**src/rtl/small_poly_sampler_if.sv**
```systemverilog
// Handshake and data bundle between the poly sampler, its RandomNG and the coefficient consumer.
// master = requester/consumer side, slave = sampler side.
interface small_poly_sampler_if;
    logic        start;
    logic [31:0] seed_in;
    logic [31:0] seed_out;
    logic [12:0] rand_in;
    logic [12:0] coef;
    logic        coef_valid;
    logic        coef_ready;
    logic [9:0]  coef_idx;
    logic        busy;
    logic        done;
    logic [9:0]  weight;
    logic        weight_ok;

    modport master (
        output start, seed_in, rand_in, coef_ready,
        input  seed_out, coef, coef_valid, coef_idx, busy, done, weight, weight_ok
    );

    modport slave (
        input  start, seed_in, rand_in, coef_ready,
        output seed_out, coef, coef_valid, coef_idx, busy, done, weight, weight_ok
    );
endinterface

```
**src/rtl/small_poly_sampler.sv**
```systemverilog
// Streams N legalised {0,1,-1} coefficients from an external RNG keyed by an xorshift32 state; optional SMALL_POLY_WEIGHT_CHECK_EN counts nonzero weight.
// Latency: 2 cycles from accepted start to first coef_valid, then 1 coefficient per cycle.
// Backpressure: coef, coef_idx and the generator state hold while coef_ready is low.
module small_poly_sampler #(
    parameter int N = 757,
    parameter int W = 286
) (
    input  logic                 clk,
    input  logic                 rst,
    small_poly_sampler_if.slave  bus
);

    typedef enum logic [1:0] {IDLE, FILL, OUT, DONE} state_t;

    localparam logic [9:0] LAST_IDX = 10'(N - 1);

    state_t      state;
    state_t      state_nxt;
    logic [31:0] s_q;
    logic [12:0] coef_q;
    logic [9:0]  idx_q;
    logic [12:0] rand_legal;
    logic        xfer;
    logic        coef_valid_c;
    logic        done_c;
    logic        busy_c;

    function automatic logic [31:0] xorshift32(input logic [31:0] s);
        logic [31:0] t;
        t = s ^ (s << 13);
        t = t ^ (t >> 17);
        t = t ^ (t << 5);
        return t;
    endfunction

    // Only 0, +1 and -1 are legal coefficients; anything else from the RNG collapses to 0.
    always_comb begin
        rand_legal = 13'd0;
        if (bus.rand_in == 13'd0 || bus.rand_in == 13'd1 || bus.rand_in == 13'h1FFF)
            rand_legal = bus.rand_in;
    end

    assign xfer = (state == OUT) && bus.coef_ready;

    always_comb begin
        state_nxt    = state;
        coef_valid_c = 1'b0;
        done_c       = 1'b0;
        busy_c       = (state != IDLE);
        case (state)
            IDLE: if (bus.start) state_nxt = FILL;
            FILL: state_nxt = OUT;
            OUT: begin
                coef_valid_c = 1'b1;
                if (xfer && idx_q == LAST_IDX) state_nxt = DONE;
            end
            DONE: begin
                done_c    = 1'b1;
                state_nxt = IDLE;
            end
            default: state_nxt = IDLE;
        endcase
    end

    always_ff @(posedge clk) begin
        if (rst) begin
            state  <= IDLE;
            s_q    <= 32'd0;
            coef_q <= 13'd0;
            idx_q  <= 10'd0;
        end else begin
            state <= state_nxt;
            case (state)
                IDLE: begin
                    if (bus.start) begin
                        // An all-zero xorshift state would lock up, so substitute 1.
                        s_q   <= (bus.seed_in == 32'd0) ? 32'd1 : bus.seed_in;
                        idx_q <= 10'd0;
                    end
                end
                FILL: begin
                    coef_q <= rand_legal;
                    s_q    <= xorshift32(s_q);
                end
                OUT: begin
                    if (xfer && idx_q != LAST_IDX) begin
                        idx_q  <= idx_q + 10'd1;
                        coef_q <= rand_legal;
                        s_q    <= xorshift32(s_q);
                    end
                end
                default: ;
            endcase
        end
    end

    assign bus.seed_out   = s_q;
    assign bus.coef       = coef_q;
    assign bus.coef_idx   = idx_q;
    assign bus.coef_valid = coef_valid_c;
    assign bus.done       = done_c;
    assign bus.busy       = busy_c;

`ifdef SMALL_POLY_WEIGHT_CHECK_EN
    logic [9:0] weight_q;

    always_ff @(posedge clk) begin
        if (rst)
            weight_q <= 10'd0;
        else if (state == IDLE && bus.start)
            weight_q <= 10'd0;
        else if (xfer && coef_q != 13'd0)
            weight_q <= weight_q + 10'd1;
    end

    assign bus.weight    = weight_q;
    assign bus.weight_ok = (state == DONE) && (weight_q == 10'(W));
`else
    assign bus.weight    = 10'd0;
    assign bus.weight_ok = 1'b0;
`endif

endmodule

```
**src/flat_wrapper.sv**
```systemverilog
// flat-port wrapper written by rule: the top's interface ports become plain ports
module small_poly_sampler_flat 
#(
    parameter int N = 757,
    parameter int W = 286
)
  (clk, rst, bus_start, bus_seed_in, bus_rand_in, bus_coef_ready, bus_seed_out, bus_coef, bus_coef_valid, bus_coef_idx, bus_busy, bus_done, bus_weight, bus_weight_ok);
  small_poly_sampler_if bus_i ();
  input  logic clk;
  input  logic rst;
  input wire logic [$bits(bus_i.start)-1:0] bus_start;
  input wire logic [$bits(bus_i.seed_in)-1:0] bus_seed_in;
  input wire logic [$bits(bus_i.rand_in)-1:0] bus_rand_in;
  input wire logic [$bits(bus_i.coef_ready)-1:0] bus_coef_ready;
  output wire logic [$bits(bus_i.seed_out)-1:0] bus_seed_out;
  output wire logic [$bits(bus_i.coef)-1:0] bus_coef;
  output wire logic [$bits(bus_i.coef_valid)-1:0] bus_coef_valid;
  output wire logic [$bits(bus_i.coef_idx)-1:0] bus_coef_idx;
  output wire logic [$bits(bus_i.busy)-1:0] bus_busy;
  output wire logic [$bits(bus_i.done)-1:0] bus_done;
  output wire logic [$bits(bus_i.weight)-1:0] bus_weight;
  output wire logic [$bits(bus_i.weight_ok)-1:0] bus_weight_ok;
  assign bus_i.start = bus_start;
  assign bus_i.seed_in = bus_seed_in;
  assign bus_i.rand_in = bus_rand_in;
  assign bus_i.coef_ready = bus_coef_ready;
  assign bus_seed_out = bus_i.seed_out;
  assign bus_coef = bus_i.coef;
  assign bus_coef_valid = bus_i.coef_valid;
  assign bus_coef_idx = bus_i.coef_idx;
  assign bus_busy = bus_i.busy;
  assign bus_done = bus_i.done;
  assign bus_weight = bus_i.weight;
  assign bus_weight_ok = bus_i.weight_ok;
  small_poly_sampler #(.N(N), .W(W)) u_core (.clk(clk), .rst(rst), .bus(bus_i));
endmodule
```
**config.mk**
```make
export PLATFORM = sky130hd
export DESIGN_NAME = small_poly_sampler_flat
export DESIGN_NICKNAME = d
export VERILOG_FILES = /design/src/rtl/small_poly_sampler_if.sv /design/src/rtl/small_poly_sampler.sv /design/src/flat_wrapper.sv
export SDC_FILE = /design/constraint.sdc
export NUM_CORES = 1
export LEC_CHECK = 0
export ABC_AREA = 1
export BUFFER_PORTS_ARGS = -buffer_cell sky130_fd_sc_hd__buf_2
export CAP_MARGIN = 20
export CORE_MARGIN = 2
export CORE_UTILIZATION = 54
export CTS_BUF_LIST = sky130_fd_sc_hd__clkbuf_8
export DETAILED_ROUTE_END_ITERATION = 10
export PLACE_DENSITY = 0.83
export SETUP_SLACK_MARGIN = 0.02
export SLEW_MARGIN = 15
export SYNTH_ARGS = -nofsm -noshare
export SYNTH_HDL_FRONTEND = slang
export SYNTH_SLANG_ARGS = --single-unit
```
**constraint.sdc**
```tcl
create_clock -name clk -period 2.05 [get_ports clk]
set_input_delay 0.3075 -clock clk [delete_from_list [all_inputs] [get_ports clk]]
set_output_delay 0.3075 -clock clk [all_outputs]
set_load 0.01 [all_outputs]
```
==> reports/metrics.yaml <==
status: "complete, no violations"
grt.total_usage: 0.286
antenna_cells: 0
worstHoldStart: "bus_rand_in[0]"
ios: 118
rr_startpoint: "u_core.state[0]"
insertion_delay_ps: 350
fin_ws_ps: 198
cts.hold.buffers_added: 0
cts-root-buf: "clkbuf_8"
yosysWarnings: 0
max_freq_mhz: 540
whs_ps: 216
wl_met1_um: 4900
areaGrowthSynthToFinish_pct: 20.1
yosysSeqAreaShare: 0.285
grt_overflow_total: 0
wl_um: 11800
p_per_area_nw_per_um2: 1780
multi_input_area_um2: 2390
dpl.cell_count: 877
synthDistinctLibCells: 36
finClkSkew_ps: 4.81
wl_per_cell_um: 13.2
top_layer: "met4"
cp.arrival_ps: 2090
drive_gt1_frac: 0.188
preCtsSetupSlack_ps: 252
grt_pass1_wl_um: 19200
min_path_type: "primary input to register"
fillCellCount: 690
initial_utilization: 0.555
place_hpwl_um: 8790
die_h_um: 90.1
row_count: 31
tritoncts: "done"
die_area_um2: 8110
fin_tns_setup_ps: 0
irDropWorstVdd_v: 0.00108
rrSetupSlack_ps: 200
via_count: 4717
cts_resized: 0
cts_htree_levels: 3
finalNonFillerCells: 893
post_cts_buffers: 0
viasPerCell: 5.28
start_kind: "register"
drt-initial-drc-count: 438
min_period_ps: 1850
cap_violations: 0
ys_ff_latch: 57
maxSlewViolCount: 0
gp_congestion: 0.952
grt_max_degree: 37
crit_type: "register to register"
antenna_found_initial: 0
dr.pass1.iters: 5
port_buffers: 106
path_max_fanout: 11
ant_nets: 0
core_area_um2: 7210
wl_met2_um: 5250
placed_area_um2: 4560
setup_violations: 0
seqCellArea_um2: 1140
clk_pin_slew_worst_paths_ps: 70
cts_num_sinks: 57
critPathRequiredTime_ps: 2290
grt_setup_unrepaired: "no"
p_leak_nw: 2.54
synth_area_um2: 4000
drc: 0
cp-end-kind: "register"
avgSynthCellArea_um2: 5.83
wl_met3_um: 1210
setup.worst_path.start: "u_core.state[0]"
fp.dieW_um: 90.1
nNetsFinal: 844
syn-instance-count: 686
cts.path.max_buffers: 2
finalHoldViolCount: 0
grt_pass1_vias: 4177
fin_crit_sh: 0.903
fin_area_um2: 4810
cts_made_buffers: 9
## layer usage
metal	vias to the layer above	global-route usage
li1	2352	-
met1	2094	0.359
met2	234	0.470
met3	37	0.0620
met4	0	0.133
met5	-	0
## worst paths after layout
kind                            end  cells past startpoint
min reg2reg         u_core.state[1]                      2
max          u_core.bus.coef_idx[9]                      9
min              u_core.bus.coef[0]                      3
max reg2reg  u_core.bus.coef_idx[9]                      9
## report_power, final
part | internal [mW] | switching [mW]
combinational | 1.81 | 3.46
sequential | 1.53 | 0.429
clock | 0.809 | 0.512
total | 4.15 | 4.41
## critical path, cell delays in order (launching register included)
cell	delay, ps
dfxtp_1	330
inv_1	100
ha_1	300
nand2_1	80
inv_1	100
nand2_4	90
o21ai_2	210
nand2_2	230
o21ai_0	250
nor2_1	70
## through the flow
stage	power (mW)	utilization
CTS	8.50	0.666
global route	9.32	0.666
detailed placement	7.15	0.633
finish	8.56	0.666
floorplan	5.83	-
global placement	7.02	0.633
## kinds of logic after synthesis
kind of cell / share of synthesized area
other cells: 0.000937
flops: 0.285
buf+inv: 0.126
xor+xnor: 0.00876
simple gates: 0.439
fa+ha+maj: 0.0188
compound gates: 0.121
## final cells by class
type,instances,area share
Multi-Input combinational cell,527,0.498
Sequential cell,57,0.237
Timing Repair Buffer,115,0.127
Inverter,79,0.0617
Clock buffer,9,0.0258
Tap cell,99,0.0258
Clock inverter,7,0.0245
## cells in the final DEF, fill, tap and decap left out, types with 3 or more instances in the layout
cell type / Yosys / layout
nand2_1: 243 / 243
buf_2: 6 / 106
nand3_1: 78 / 78
nor2_1: 76 / 76
inv_1: 74 / 74
dfxtp_1: 57 / 57
o21ai_0: 50 / 50
a21oi_1: 26 / 26
conb_1: 1 / 11
clkbuf_8: 0 / 9
buf_4: 12 / 8
nand4_1: 6 / 6
ha_1: 6 / 6
a21oi_2: 4 / 4
nor4_1: 3 / 3
xnor2_1: 3 / 3
clkinv_1: 3 / 3
a31oi_1: 3 / 3
bufinv_16: 0 / 3
## state kept, by name (all words and copies together) (netlist names)
| signal | flops |
|---|---|
| u_core.bus.coef | 13 |
| u_core.bus.coef_idx | 10 |
| u_core.bus.seed_out | 32 |
| u_core.state | 2 |
## Yosys cell counts
cell type / instances / area [um^2]
conb_1: 1 / 3.75
nand3_1: 78 / 390
clkbuf_2: 1 / 5.00
nand2_4: 2 / 22.5
o21ai_2: 1 / 8.76
or2_2: 2 / 12.5
clkinv_1: 3 / 11.3
a21oi_1: 26 / 130
buf_4: 12 / 90.1
nor2_4: 1 / 11.3
nand2_8: 1 / 20.0
buf_1: 1 / 3.75
a22oi_1: 1 / 7.51
inv_1: 74 / 278
o21ai_0: 50 / 250
nand3_2: 1 / 10.0
nor4_1: 3 / 18.8
ha_1: 6 / 75.1
a31oi_1: 3 / 18.8
nor3b_1: 2 / 15.0
buf_12: 1 / 20.0
nor2_1: 76 / 285
xor2_1: 1 / 8.76
inv_2: 2 / 7.51
a21oi_4: 1 / 16.3
nand2_2: 2 / 12.5
clkbuf_1: 10 / 37.5
o21ai_4: 1 / 16.3
buf_6: 2 / 22.5
buf_2: 6 / 30.0
nand4_1: 6 / 37.5
a21oi_2: 4 / 35.0
nand2_1: 243 / 912
dfxtp_1: 57 / 1140
nor3_1: 2 / 10.0
xnor2_1: 3 / 26.3
(Power assumes the default switching activity.)
